--- config.mk ---
export PLATFORM = sky130hd
export DESIGN_NAME = mem_port_arbiter
export DESIGN_NICKNAME = d
export VERILOG_FILES = /design/src/rtl/mips_mem_pkg.sv /design/src/rtl/mem_watchdog.sv /design/src/rtl/mem_port_arbiter.sv
export SDC_FILE = /design/constraint.sdc
export NUM_CORES = 1
export LEC_CHECK = 0
export CORE_AREA = 2 2 125 127
export DETAILED_ROUTE_END_ITERATION = 10
export DIE_AREA = 0 0 127 129
export GPL_TIMING_DRIVEN = 0
export PLACE_DENSITY = 0.91
export SYNTH_ARGS = -nofsm -noshare
export SYNTH_HDL_FRONTEND = slang
export SYNTH_SLANG_ARGS = --single-unit
--- constraint.sdc ---
create_clock -name clk -period 3.8 [get_ports clk]
set_input_delay 0.76 -clock clk [delete_from_list [all_inputs] [get_ports clk]]
set_output_delay 0.76 -clock clk [all_outputs]
set_load 0.01 [all_outputs]
--- src/rtl/mips_mem_pkg.sv ---
// mips_mem_pkg: shared widths and arbiter state encoding for the MIPS memory port
package mips_mem_pkg;
  localparam int DEF_AW = 32;
  localparam int DEF_DW = 32;
  typedef enum logic [1:0] {IDLE = 2'd0, GNT_I = 2'd1, GNT_D = 2'd2} state_t;
endpackage

--- src/rtl/mem_watchdog.sv ---
// mem_watchdog: 8-bit clear/enable counter flagging the cycle that would reach LIMIT
module mem_watchdog #(
  parameter int LIMIT = 255
) (
  input  logic clk,
  input  logic reset,
  input  logic clr,
  input  logic en,
  output logic expire
);
  logic [7:0] cnt;
  always_ff @(posedge clk or negedge reset)
    if (!reset) cnt <= '0;
    else if (clr) cnt <= '0;
    else if (en) cnt <= cnt + 8'd1;
  assign expire = en && cnt == 8'(LIMIT - 1);
endmodule

--- src/rtl/mem_port_arbiter.sv ---
// mem_port_arbiter: shares one memory port between fetch and data, data first with fetch anti-starvation
module mem_port_arbiter import mips_mem_pkg::*; #(
  parameter int AW = DEF_AW,
  parameter int DW = DEF_DW,
  parameter int STARVE_LIMIT = 4,
  parameter int TIMEOUT = 255
) (
  input  logic          clk,
  input  logic          reset,
  input  logic          i_req,
  input  logic [AW-1:0] i_adr,
  output logic          i_ack,
  output logic [DW-1:0] i_rdata,
  input  logic          d_req,
  input  logic          d_we,
  input  logic [3:0]    d_be,
  input  logic [AW-1:0] d_adr,
  input  logic [DW-1:0] d_wdata,
  output logic          d_ack,
  output logic [DW-1:0] d_rdata,
  output logic          err,
  output logic          mem_req,
  output logic          mem_we,
  output logic [3:0]    mem_be,
  output logic [AW-1:0] mem_adr,
  output logic [DW-1:0] mem_wdata,
  input  logic          mem_ack,
  input  logic [DW-1:0] mem_rdata
);
  localparam logic [3:0] SL = 4'(STARVE_LIMIT);
  state_t state;
  logic [3:0] starve_cnt;
  logic gnt_i, gnt_d, expire;
  assign gnt_i = i_req && (!d_req || starve_cnt == SL);
  assign gnt_d = d_req && !gnt_i;
  mem_watchdog #(.LIMIT(TIMEOUT)) u_tmo (
    .clk(clk), .reset(reset), .clr(state == IDLE),
    .en(state != IDLE && !mem_ack), .expire(expire)
  );
  always_ff @(posedge clk or negedge reset)
    if (!reset) begin
      state <= IDLE;
      starve_cnt <= '0;
      i_ack <= 1'b0;
      d_ack <= 1'b0;
      err <= 1'b0;
      i_rdata <= '0;
      d_rdata <= '0;
      mem_req <= 1'b0;
      mem_we <= 1'b0;
      mem_be <= '0;
      mem_adr <= '0;
      mem_wdata <= '0;
    end else begin
      i_ack <= 1'b0;
      d_ack <= 1'b0;
      err <= 1'b0;
      if (state == IDLE) begin
        starve_cnt <= (!i_req || gnt_i) ? 4'd0 : (gnt_d && starve_cnt != SL) ? starve_cnt + 4'd1 : starve_cnt;
        if (gnt_i || gnt_d) begin
          state <= gnt_d ? GNT_D : GNT_I;
          mem_req <= 1'b1;
          mem_we <= gnt_d && d_we;
          mem_be <= gnt_d ? d_be : 4'hF;
          mem_adr <= gnt_d ? d_adr : i_adr;
          mem_wdata <= gnt_d ? d_wdata : '0;
        end
      end else if (mem_ack || expire) begin
        // a timeout returns zero data; an ack on the expiring cycle still wins
        state <= IDLE;
        mem_req <= 1'b0;
        err <= !mem_ack;
        i_ack <= state == GNT_I;
        d_ack <= state == GNT_D;
        if (state == GNT_I) i_rdata <= mem_ack ? mem_rdata : '0;
        if (state == GNT_D && !(mem_ack && mem_we)) d_rdata <= mem_ack ? mem_rdata : '0;
      end
    end
endmodule
Word level (Yosys, flattened, before mapping)
Cells that the tools add are included.
Widths: inputs -> output; s select.

storage, ports and cells
  bits of input ports = 138
  bits in registers = 151
  word-level logic and storage cells = 70

cells by class
  reduce and logical (&&, ||, !) cells = 27
  bitwise logic cells = 1
  equality and inequality tests = 6
  add/subtract/negate cells = 2
  multiplexer cells = 21

operators with widths
  kind                 number
  $mux 32              3
  $mux 8               2
  $mux 4               3
  $mux 1               9
  $add 8x1->8 const B  1
  $eq 8x8->1 const B   1
  $logic_and 1x1->1    8
  $mux 2               4
  $reduce_bool 2->1    4
  $reduce_and 2->1     3
  $reduce_and 3->1     2
  $logic_not 1->1      5
  $add 4x1->4 const B  1
  $eq 4x3->1 const B   1
  $logic_or 1x1->1     4
  $ne 4x3->1 const B   1
  $eq 2x1->1 const B   1
  $eq 2x2->1 const B   1
  $logic_not 2->1      1
  $ne 2x2->1 const B   1
  $not 1->1            1

Longest topological paths before layout
  depth after elaboration = 8
  gate-level depth with buffers = 7

Cells and area by module
Synthesis repeated with hierarchy kept, for this count alone.

second synthesis, totals
  cells, all modules = 618
  area total of the unflattened synthesis = 6,670.1 um^2

modules (own cells, without submodules)
  module            instances  area an instance (um^2)  seq. area each (um^2)  cells an instance
  mem_port_arbiter  1          6,258.5                  3,578.4                577
  mem_watchdog      1          411.6                    200.2                  41

Worst setup path before layout
No wires, ideal clock.

  kind = input to register
  from = input port i_req
  to = register mem_adr[10]
  data required time = 3.674 ns
  buffers on the path = 2
  setup slack = 2.003 ns
  stages on the path = 5
  arrival = 1.671 ns
  setup time = 0.126 ns
  cell sequence = nand4b_1 > and3_1 > buf_2 > buf_6 > a221o_1

on the way
  word-level cells in the longest chain between the ends = 5
  elaborated cells on any way between the ends = 6

ends and longest elaborated chain
  item                               line                    RTL
  start, declared                    mem_port_arbiter.sv:10  input logic i_req,
  $logic_and 1x1->1 (*)              mem_port_arbiter.sv:34  assign gnt_i = i_req && (!d_req || starve_cnt == SL);
  $logic_not 1->1                    mem_port_arbiter.sv:35  assign gnt_d = d_req && !gnt_i;
  $logic_and 1x1->1                  mem_port_arbiter.sv:35
  $logic_or 1x1->1                   mem_port_arbiter.sv:60  if (gnt_i || gnt_d) begin
  $reduce_and 2->1 (no source line)  -
  end signal, assigned               mem_port_arbiter.sv:65  mem_adr <= gnt_d ? d_adr : i_adr;
  end, declared                      mem_port_arbiter.sv:25  output logic [AW-1:0] mem_adr,

Mark *: on every way between the ends. The rest lies on a longest branch, timed or not.
A chain may end at the register's enable or synchronous reset.

Worst setup path in the final report
  from = register mem_we
  to = output port mem_we

RTL lines
  item                    line                    RTL
  start, declared         mem_port_arbiter.sv:23  output logic mem_we,
  start signal, assigned  mem_port_arbiter.sv:63  mem_we <= gnt_d && d_we;

No word-level cell between the ends.

==> impl_metrics.toml <==
[outcome]
status = "complete, no violations"

[cts]
cts_hold_buf = 0
cts.sinks = 151
cts-root-buf = "clkbuf_16"
worstSkewPairLatency_ns = 0.42
cts_tree = "done"
post_cts_resized = 0
cts_made_buffers = 17
htree_levels = 4
clkSlewWorstSetupHoldPaths_ns = 0.06
clock_path_buffers = 2
cts_setup_buffers = 0

[sta]
rsz0062_at_grt = "no"
relSlewSlack_pct = 45.6
skew_ns = 0.00743
period_share_pct = 59.5
finalHoldViolations = 0
period_needed_ns = 2.26
max_freq_ghz = 0.442
drv_slew = 0
worst-slew-pin-transition_ns = 0.816
finalSetupViolations = 0

[placed_design]
gp_congestion = 0.851
io_buffers = 274
dp_cells = 1067
dp_hpwl_mm = 16.0

[synth]
yosys.area.top_type_share_pct = 57.3
syn_area_sq_mm = 0.00659
yosysSeqAreaShare_pct = 57.3
yosysUniqueCellTypes = 38
ys_async_sr_fraction_pct = 100
ys_ff_latch = 151
synth.area.top_cells = "dfrtp_1 (57%), o21ai_0 (5.4%), a221o_1 (4.9%)"
syn-num-nets = 746
avgSynthCellArea_sq_um = 10.9
ys.flop_type = "dfrtp_1"
netlist_instances = 604
synth_largest_area_cell = "dfrtp_1"
synth_edf_count = 0
yosys_warnings = 0

[power_and_ir_drop]
power.density_mw_per_mm2 = 751
ir_worst_vdd_mv = 0.378
total_leakage_power_nw = 4.53
power_mw = 7.71

[grt]
gr-total-overflow = 0
grt_max_degree = 86
gr-usage-all-layers_pct = 25.9
antenna_found_initial = 0
grt_pass1_wl_mm = 33.0
first_global_vias = 6261

[floorplanning]
initial_core_util_pct = 44.0
ios = 275
rows = 45
dieArea_sq_mm = 0.0164
die_w_um = 127
core_area_sq_mm = 0.0150
die_h_um = 129

[drt]
routed_via_density = 5.65
first_pass_iters = 5
drtIter0Drc = 416
wirelength_mm = 21.4
wire_per_inst_um = 19.4
vias = 6202
ant_nets = 0
drc = 0

[worst_setup_path]
crit_end = "mem_we"
worst_setup_path_start_kind = "flop"
worstPathRequired_ns = 3.04
crit_start = "mem_we$_DFFE_PN0P_"
slowest_stage = "clkdlybuf4s50_1"
rr_endpoint = "d_rdata[19]$_DFFE_PN0P_"
crit_family = "buffers and inverters"
cp_num_buf_inv = 1
max_stage_delay_ns = 0.63
r2r_setup_slack_ns = 1.91
arrival_ns = 1.50
cp.depth = 1
rr_worst_depth = 7
cp_max_fo = 4
crit_path_cell_trace = "clkdlybuf4s50_1"
r2r-start = "u_tmo.cnt[0]$_DFFE_PN0P_"
path_class = "reg2out"
end_kind = "primary output"

[hold_path]
hold_class = "in2async"

[layout]
area_delta_synth_final_pct = 55.8
antennaDiodeCount = 0
stdcell_count = 1098
layout-drive-gt1-share_pct = 6.37
final_cell_mix = "clkdlybuf4s50_1 (273), dfrtp_1 (151), inv_1 (72)"
fill_cells = 1094
nets = 1040
final_common_cell = "clkdlybuf4s50_1"

[job]
max-cap-violations = 0
-- cell usage after synthesis (4+ instances only) --
cell type  count
inv_1         72
a22oi_1       32
nor2_1         7
a22o_1        33
clkbuf_1      27
dfrtp_1      151
ha_1           4
nand3_1       38
nand2_1        7
a21oi_1        4
buf_2         17
o22a_1         4
a221o_1       32
o211ai_1      32
a21boi_0      32
o21ai_0       71
-- power breakdown --
| group | switching, mW | internal, mW |
|---|---|---|
| sequential | 0.445 | 2.22 |
| clock | 0.683 | 1.24 |
| combinational | 1.39 | 1.73 |
| total | 2.52 | 5.19 |
-- registers in the layout, summed over array words and instances (netlist names) --
signal / count
mem_we: 1
mem_adr: 32
mem_wdata: 32
state: 2
mem_be: 4
d_rdata: 32
d_ack: 1
mem_req: 1
i_rdata: 32
i_ack: 1
starve_cnt: 4
err: 1
u_tmo.cnt: 8
-- final cells by class --
class                           instances  area (sq um)  share of cell area, %
Buffer                                 50           236                   2.30
Clock buffer                           17           425                   4.14
Clock inverter                         14           248                   2.41
Inverter                               72           270                   2.63
Multi-Input combinational cell        331          2300                   22.4
Sequential cell                       151          3780                   36.8
Tap cell                              188           235                   2.29
Timing Repair Buffer                  275          2770                   27.0
-- worst min path at each step --
stage / startpoint / end / slack, ns / cells after the start
4_1_cts: reset / d_rdata[14]$_DFFE_PN0P_ / 0.44 / 1
3_3_place_gp: mem_be[1]$_DFFE_PN0P_ / mem_be[1]$_DFFE_PN0P_ / 0.47 / 1
3_5_place_dp: mem_be[1]$_DFFE_PN0P_ / mem_be[1]$_DFFE_PN0P_ / 0.48 / 1
2_1_floorplan: reset / d_ack$_DFF_PN0_ / 0.46 / 0
5_1_grt: reset / d_rdata[12]$_DFFE_PN0P_ / 0.46 / 1
6_report: reset / d_rdata[12]$_DFFE_PN0P_ / 0.39 / 1
-- metrics by stage --
| step | hold WS, ns | TNS, ns | setup WS [ns] | utilization (%) | area (sq um) |
|---|---|---|---|---|---|
| floorplan | 0.464 | 0 | 2.00 | - | 6590 |
| global placement | 0.470 | -620.54 | -4.12 | 63.9 | 9570 |
| detailed placement | 0.476 | 0 | 1.15 | 64.1 | 9600 |
| CTS | 0.436 | 0 | 1.53 | 68.6 | 10300 |
| global route | 0.463 | 0 | 1.47 | 68.6 | 10300 |
| finish | 0.388 | 0 | 1.54 | 68.6 | 10300 |
-- routing by layer --
layer / vias to the layer above / wire length (um) / GRT usage (%)
met4: 0 / 688 / 11.3
met5: - / 0 / 0
li1: 2787 / - / -
met3: 47 / 1660 / 6.49
met2: 303 / 10800 / 44.2
met1: 3065 / 8200 / 31.5
-- cells by family after synthesis --
logic type                 Yosys count  synth area share [%]
DFF                                151                  57.3
AOI/OAI and AO/OA                  246                  27.4
adders and majority gates            4                 0.760
xor gates and xnor gates             4                 0.532
buffers and inverters              122                  7.69
and+or+nand+nor                     77                  6.30
Note: power is estimated with default switching activity, not from simulation.
